File: src/rtl/ls74_pkg.sv
// Shared constants and types for the 74LSxx-style shift register blocks.
// Latency: n/a (declarations only).
// Backpressure: n/a.
package ls74_pkg;

    localparam int WORD_W = 8;
    localparam int CNT_W  = 4;

    localparam logic [CNT_W-1:0] FRAME_LEN = 4'd8;

    // Frame sequencer states: IDLE between frames, SHIFT while a loaded word
    // is still being clocked out.
    typedef enum logic {
        SEQ_IDLE  = 1'b0,
        SEQ_SHIFT = 1'b1
    } seq_state_t;

endpackage : ls74_pkg

File: src/rtl/shift_register_piso_8bit_core.sv
// Pure 74LS165 register function: synchronous load, enabled shift, hold.
// Latency: Q7 reflects a load or shift from the same rising CP edge.
// Backpressure: none; CE_n high stalls the register indefinitely.
//
// Ports:
//   cp           clock, rising edge
//   mr_n         synchronous active-low reset (register -> 0)
//   pl_n         synchronous active-low parallel load, beats shift
//   ce_n         active-low shift enable
//   ds           serial cascade input into stage 0
//   d            parallel data, d[7] leaves first
//   q7 / q7_n    stage 7 and its complement
module ls165_core
    import ls74_pkg::*;
(
    input  logic              cp,
    input  logic              mr_n,
    input  logic              pl_n,
    input  logic              ce_n,
    input  logic              ds,
    input  logic [WORD_W-1:0] d,
    output logic              q7,
    output logic              q7_n
);

    logic [WORD_W-1:0] sr;

    always_ff @(posedge cp) begin
        if (!mr_n) begin
            sr <= '0;
        end else if (!pl_n) begin
            sr <= d;
        end else if (!ce_n) begin
            sr <= {sr[WORD_W-2:0], ds};
        end
    end

    // Outputs come only from the register MSB so no input reaches them
    // combinationally.
    assign q7   = sr[WORD_W-1];
    assign q7_n = ~sr[WORD_W-1];

endmodule : ls165_core

File: src/rtl/shift_register_piso_8bit.sv
// 8-bit PISO shift register with a frame sequencer (BUSY/BIT_CNT/DONE).
// Latency: Q7 valid from the load edge; DONE pulses the cycle after the 8th shift edge.
// Backpressure: CE_n high stalls data and count; a frame may stall indefinitely.
//
// Ports:
//   CP       clock, all state changes on rising edge
//   MR_n     synchronous active-low reset
//   PL_n     synchronous active-low parallel load (starts a frame)
//   CE_n     active-low shift enable
//   DS       serial cascade input
//   D        parallel word, D[7] first out
//   Q7/Q7_n  serial output and complement
//   BUSY     frame in progress
//   BIT_CNT  shifts completed in the current frame (0..8)
//   DONE     one-cycle pulse marking the downstream receiver word valid
module shift_register_piso_8bit
    import ls74_pkg::*;
(
    input  logic              CP,
    input  logic              MR_n,
    input  logic              PL_n,
    input  logic              CE_n,
    input  logic              DS,
    input  logic [WORD_W-1:0] D,
    output logic              Q7,
    output logic              Q7_n,
    output logic              BUSY,
    output logic [CNT_W-1:0]  BIT_CNT,
    output logic              DONE
);

    seq_state_t       state;
    logic [CNT_W-1:0] bit_cnt;
    logic             done;

    ls165_core u_core (
        .cp   (CP),
        .mr_n (MR_n),
        .pl_n (PL_n),
        .ce_n (CE_n),
        .ds   (DS),
        .d    (D),
        .q7   (Q7),
        .q7_n (Q7_n)
    );

    // Sequencer mirrors the core's priority (reset > load > shift > hold).
    // Only shifts taken in SHIFT count; shifts in IDLE still move data in the
    // core (cascade use) but leave BIT_CNT and DONE alone.
    always_ff @(posedge CP) begin
        if (!MR_n) begin
            state   <= SEQ_IDLE;
            bit_cnt <= '0;
            done    <= 1'b0;
        end else begin
            // DONE is a single-cycle pulse; every non-terminal edge clears it,
            // including a load landing in the same cycle DONE is high.
            done <= 1'b0;
            if (!PL_n) begin
                // A load always (re)starts a frame; an aborted frame gets no DONE.
                state   <= SEQ_SHIFT;
                bit_cnt <= '0;
            end else if (!CE_n && state == SEQ_SHIFT) begin
                bit_cnt <= bit_cnt + 1'b1;
                if (bit_cnt == FRAME_LEN - 1'b1) begin
                    state <= SEQ_IDLE;
                    done  <= 1'b1;
                end
            end
        end
    end

    assign BUSY    = (state == SEQ_SHIFT);
    assign BIT_CNT = bit_cnt;
    assign DONE    = done;

endmodule : shift_register_piso_8bit

File: config.mk
export PLATFORM = sky130hd
export DESIGN_NAME = shift_register_piso_8bit
export DESIGN_NICKNAME = d
export VERILOG_FILES = /design/src/rtl/ls74_pkg.sv /design/src/rtl/shift_register_piso_8bit_core.sv /design/src/rtl/shift_register_piso_8bit.sv
export SDC_FILE = /design/constraint.sdc
export NUM_CORES = 1
export LEC_CHECK = 0
export CELL_PAD_IN_SITES_DETAIL_PLACEMENT = 1
export CELL_PAD_IN_SITES_GLOBAL_PLACEMENT = 2
export CORE_MARGIN = 2
export CORE_UTILIZATION = 25
export CTS_CLUSTER_DIAMETER = 120
export DETAILED_ROUTE_END_ITERATION = 10
export HOLD_SLACK_MARGIN = 0.05
export PLACE_DENSITY = 0.79
export REMOVE_ABC_BUFFERS = 1
export SLEW_MARGIN = 15
export SYNTH_ARGS = -nofsm -noshare
export SYNTH_HDL_FRONTEND = slang
export SYNTH_HIERARCHICAL = 1
export SYNTH_SLANG_ARGS = --single-unit
File: constraint.sdc
create_clock -name CP -period 1.3 [get_ports CP]
set_input_delay 0.13 -clock CP [delete_from_list [all_inputs] [get_ports CP]]
set_output_delay 0.13 -clock CP [all_outputs]
set_load 0.01 [all_outputs]
==> results.md <==
- The run finished with clean final reports.
- The data arrival time at the worst-slack endpoint is 1.10 ns.
- The hold path startpoint is D[3].
- The startpoint of the most critical register-to-register path is BUSY.
- The number of buffers and inverters on the critical path is 1.
- The iteration-0 DRC count of the detailed router is 4.
- The total number of vias is about 540.
- The number of pins with negative max-slew slack in the final report was 0.
- The via count of the first global-routing pass is about 530.
- The worst supply voltage drop on vdd is 0.499 mV.
- The number of placed instances, taps included, is 111.
- Leaving out fill and tap cells, the most frequent cell in the layout is sky130_fd_sc_hd__clkdlybuf4s50_1.
- Port buffering added 20 buffers.
- The maximum fanout count along the critical path is 1.
- The number of hold-slack violations in the final timing report is 0.
- At the end of routability-driven placement, the weighted congestion stood at 0.648.
- The I/O pin total is 21.
- The clock root buffer is sky130_fd_sc_hd__clkbuf_4.
- The sequential area share after synthesis is about 46%.
- The top cell types in the final layout, fill and taps aside, are sky130_fd_sc_hd__clkdlybuf4s50_1 (13), sky130_fd_sc_hd__dfxtp_1 (12), sky130_fd_sc_hd__a21oi_1 (9), sky130_fd_sc_hd__mux2i_1 (9).
- Of the available clock period, the critical path in the final layout requires 94.8%.
- The post-placement cell area is 858 um2.
- The horizontal die dimension is 53.1 um.
- For this design the ratio of total power to cell area is 1020 nW/um2.
- The detailed-route DRC error count is 0.
- Yosys mapped the design onto 19 distinct sky130hd cell types.
- The critical path is of the reg2out type.
- The initial antenna violation count is 0.
- The first detailed-routing pass took 2 iterations.
- The mapped cell area is 603 um2.
- The signal on the critical path passes through clkdlybuf4s50_1.
- The max-cap check violation count is 0.
- In the global route stage, overall resource usage came out at 11.7%.
- The post-route setup TNS is 0 ns.
- The clock skew after layout is 0.0125 ns.
- The met1 track demand over resource in global routing is 13.2%.
- The capturing element type of the critical path is an output port.
- Measured against its own limit, the worst slew margin works out to 87.3%.
- The first-pass GRT wire length is 2300 um.
- In this run the vertical extent of the chip is 53.1 um.
- In this run the worst setup path begins at DONE.
- The post-synthesis sequential element count is 14.
- The placeable core region is ~2300 um2.
- Detailed placement ended at an HPWL of 1120 um.
- The number of levels in the clock H-tree is 1.
- Compared with the post-synthesis result, the final layout area differs by 47.3%.
- For this configuration, the core starts out at a cell density of 26.7%.
- The quantity of hold-fixing buffers added after cts is 0.
- The tightest min-delay check is of the in2reg type.
- The global routing usage on met3 is 2.54%.
- Entering global routing, the biggest net connects 18 pins.
- The remaining global-route overflow is 0.
- In this run the mean area of a mapped cell was 9.89 um2.
- Dividing the detail-routed wire length by the instance count gives roughly 13 um.
- The master of the slowest instance on the critical path is sky130_fd_sc_hd__clkdlybuf4s50_1.
- At the later pin of the worst-skew pair, clock insertion delay measures 0.28 ns.
- The post-layout worst setup margin is 0.0681 ns.
- In this run the most used layer during global routing was met2.
- The full die area is between 2000 and 3000 um2.
- After filler insertion, the fill cell instance count of the layout stands at 274.
- The net count of the finished layout is 102.
- The total power is 0.909 mW.
- The transition at the pin with the smallest max-transition slack is 0.191 ns.
- The final core utilization is 39.4%.
- With fillers left out, the area of the finished cells amounts to approximately 890 um2.
- The worst-case hold slack is 0.451 ns.
- The number of antenna cells inserted is 0.
- For this run, the slowest stage of the critical path takes 0.52 ns.
- The worst-case setup slack after placement is -0.0485 ns.
- The leakage power is 0.368 nW.
- The maximum operating frequency is ~0.8 GHz.
- The count of clock tree sinks is 14.
- No sink is reached through more buffers than the 2 on the longest clock path.
- Cells with a size suffix above 1 make up 14.9% of the layout.
- The residual antenna-violating net count after detailed routing is 0.
- The clock period could shrink to 1.23 ns.
- The met2 routing resource usage after global routing is 20.4%.
- The number of buffers inserted during clock tree synthesis is 3.
- Setup violations remaining at the end of the flow were counted as 0.
- Setup repair after global routing left no endpoint under its margin.
- The cell family contributing the most delay on the critical path is buffers and inverters.
- The number of cells produced by synthesis is 61.
- Using the TritonRoute via totals, the vias-per-cell ratio works out to 4.71.
- The total wire length after detailed routing is between 1000 and 1500 um.
- The worst setup path is launched from a register.
- The number of rows created at floorplan is 17.
- Yosys printed 6 warnings.
- Clock-pin slew was measured on the worst setup and hold paths at 0.09 ns.
- The required time of the worst setup path is 1.17 ns.
- The final instance count without filler cells is 115.
- The CTS tree is done.
power breakdown:
part / switching (mW) / total, mW / internal, mW
clock network: 0.143 / 0.314 / 0.170
logic: 0.0526 / 0.130 / 0.0778
registers: 0.0142 / 0.465 / 0.451
total: 0.210 / 0.909 / 0.699
cell usage after synthesis:
cell                       instances  area (um2)
sky130_fd_sc_hd__a21boi_1          1        7.51
sky130_fd_sc_hd__a21oi_1           9        45.0
sky130_fd_sc_hd__and2b_2           1        8.76
sky130_fd_sc_hd__buf_6             2        22.5
sky130_fd_sc_hd__dfxtp_1          14         280
sky130_fd_sc_hd__ha_1              1        12.5
sky130_fd_sc_hd__inv_1             1        3.75
sky130_fd_sc_hd__mux2i_1           9        90.1
sky130_fd_sc_hd__nand2_1           2        7.51
sky130_fd_sc_hd__nand2b_1          2        12.5
sky130_fd_sc_hd__nand3b_1          2        15.0
sky130_fd_sc_hd__nor2_1            3        11.3
sky130_fd_sc_hd__nor3_1            1        5.00
sky130_fd_sc_hd__o21ai_0           7        35.0
sky130_fd_sc_hd__o21ai_1           1        5.00
sky130_fd_sc_hd__o21ai_2           2        17.5
sky130_fd_sc_hd__or3_1             1        6.26
sky130_fd_sc_hd__xnor2_1           1        8.76
sky130_fd_sc_hd__xor2_1            1        8.76
what timing repair did:
item	4_1_cts	5_1_grt
endpoints found under the setup margin	7	0
setup buffers	0	0
resized for setup	9	0
cell type report:
class | count | area [um2] | share of cell area (%)
Tap cell | 28 | 35.0 | 3.94
Multi-Input combinational cell | 44 | 297 | 33.4
Inverter | 1 | 3.75 | 0.423
Timing Repair Buffer | 24 | 234 | 26.3
Clock buffer | 4 | 36.3 | 4.08
Sequential cell | 14 | 283 | 31.8
per-layer routing:
layer,part of all wire (%),vias to the layer above
li1,-,273
met1,46,256
met2,49,11
met3,3.3,2
met4,1.6,0
met5,0,-
state kept, by name, summed over array words and instances (netlist names):
signal and cells:
u_core/sr 8, BIT_CNT 4, BUSY 1, DONE 1
logic make-up (layout without fill, tap and decap cells):
| kind of cell | Yosys count | in the layout | synth area share, % |
|---|---|---|---|
| multiplexers | 9 | 9 | 14.9 |
| buffers and inverters | 3 | 29 | 4.36 |
| XOR/XNOR | 2 | 2 | 2.91 |
| AO/OA/AOI/OAI | 20 | 20 | 18.3 |
| flip-flops | 14 | 14 | 46.5 |
| AND/OR/NAND/NOR | 12 | 12 | 11.0 |
| adder cells (fa/ha/maj) | 1 | 1 | 2.07 |
path summary, 6_finish.rpt:
path | end | slack (ns) | cells past startpoint
setup / recovery | DONE | 0.07 | 1
hold / removal | u_core/sr[3] | 0.45 | 3
setup reg to reg | BIT_CNT[3] | 0.25 | 3
hold reg to reg | BIT_CNT[2] | 0.54 | 2
Power figures use the tool's default switching activity.
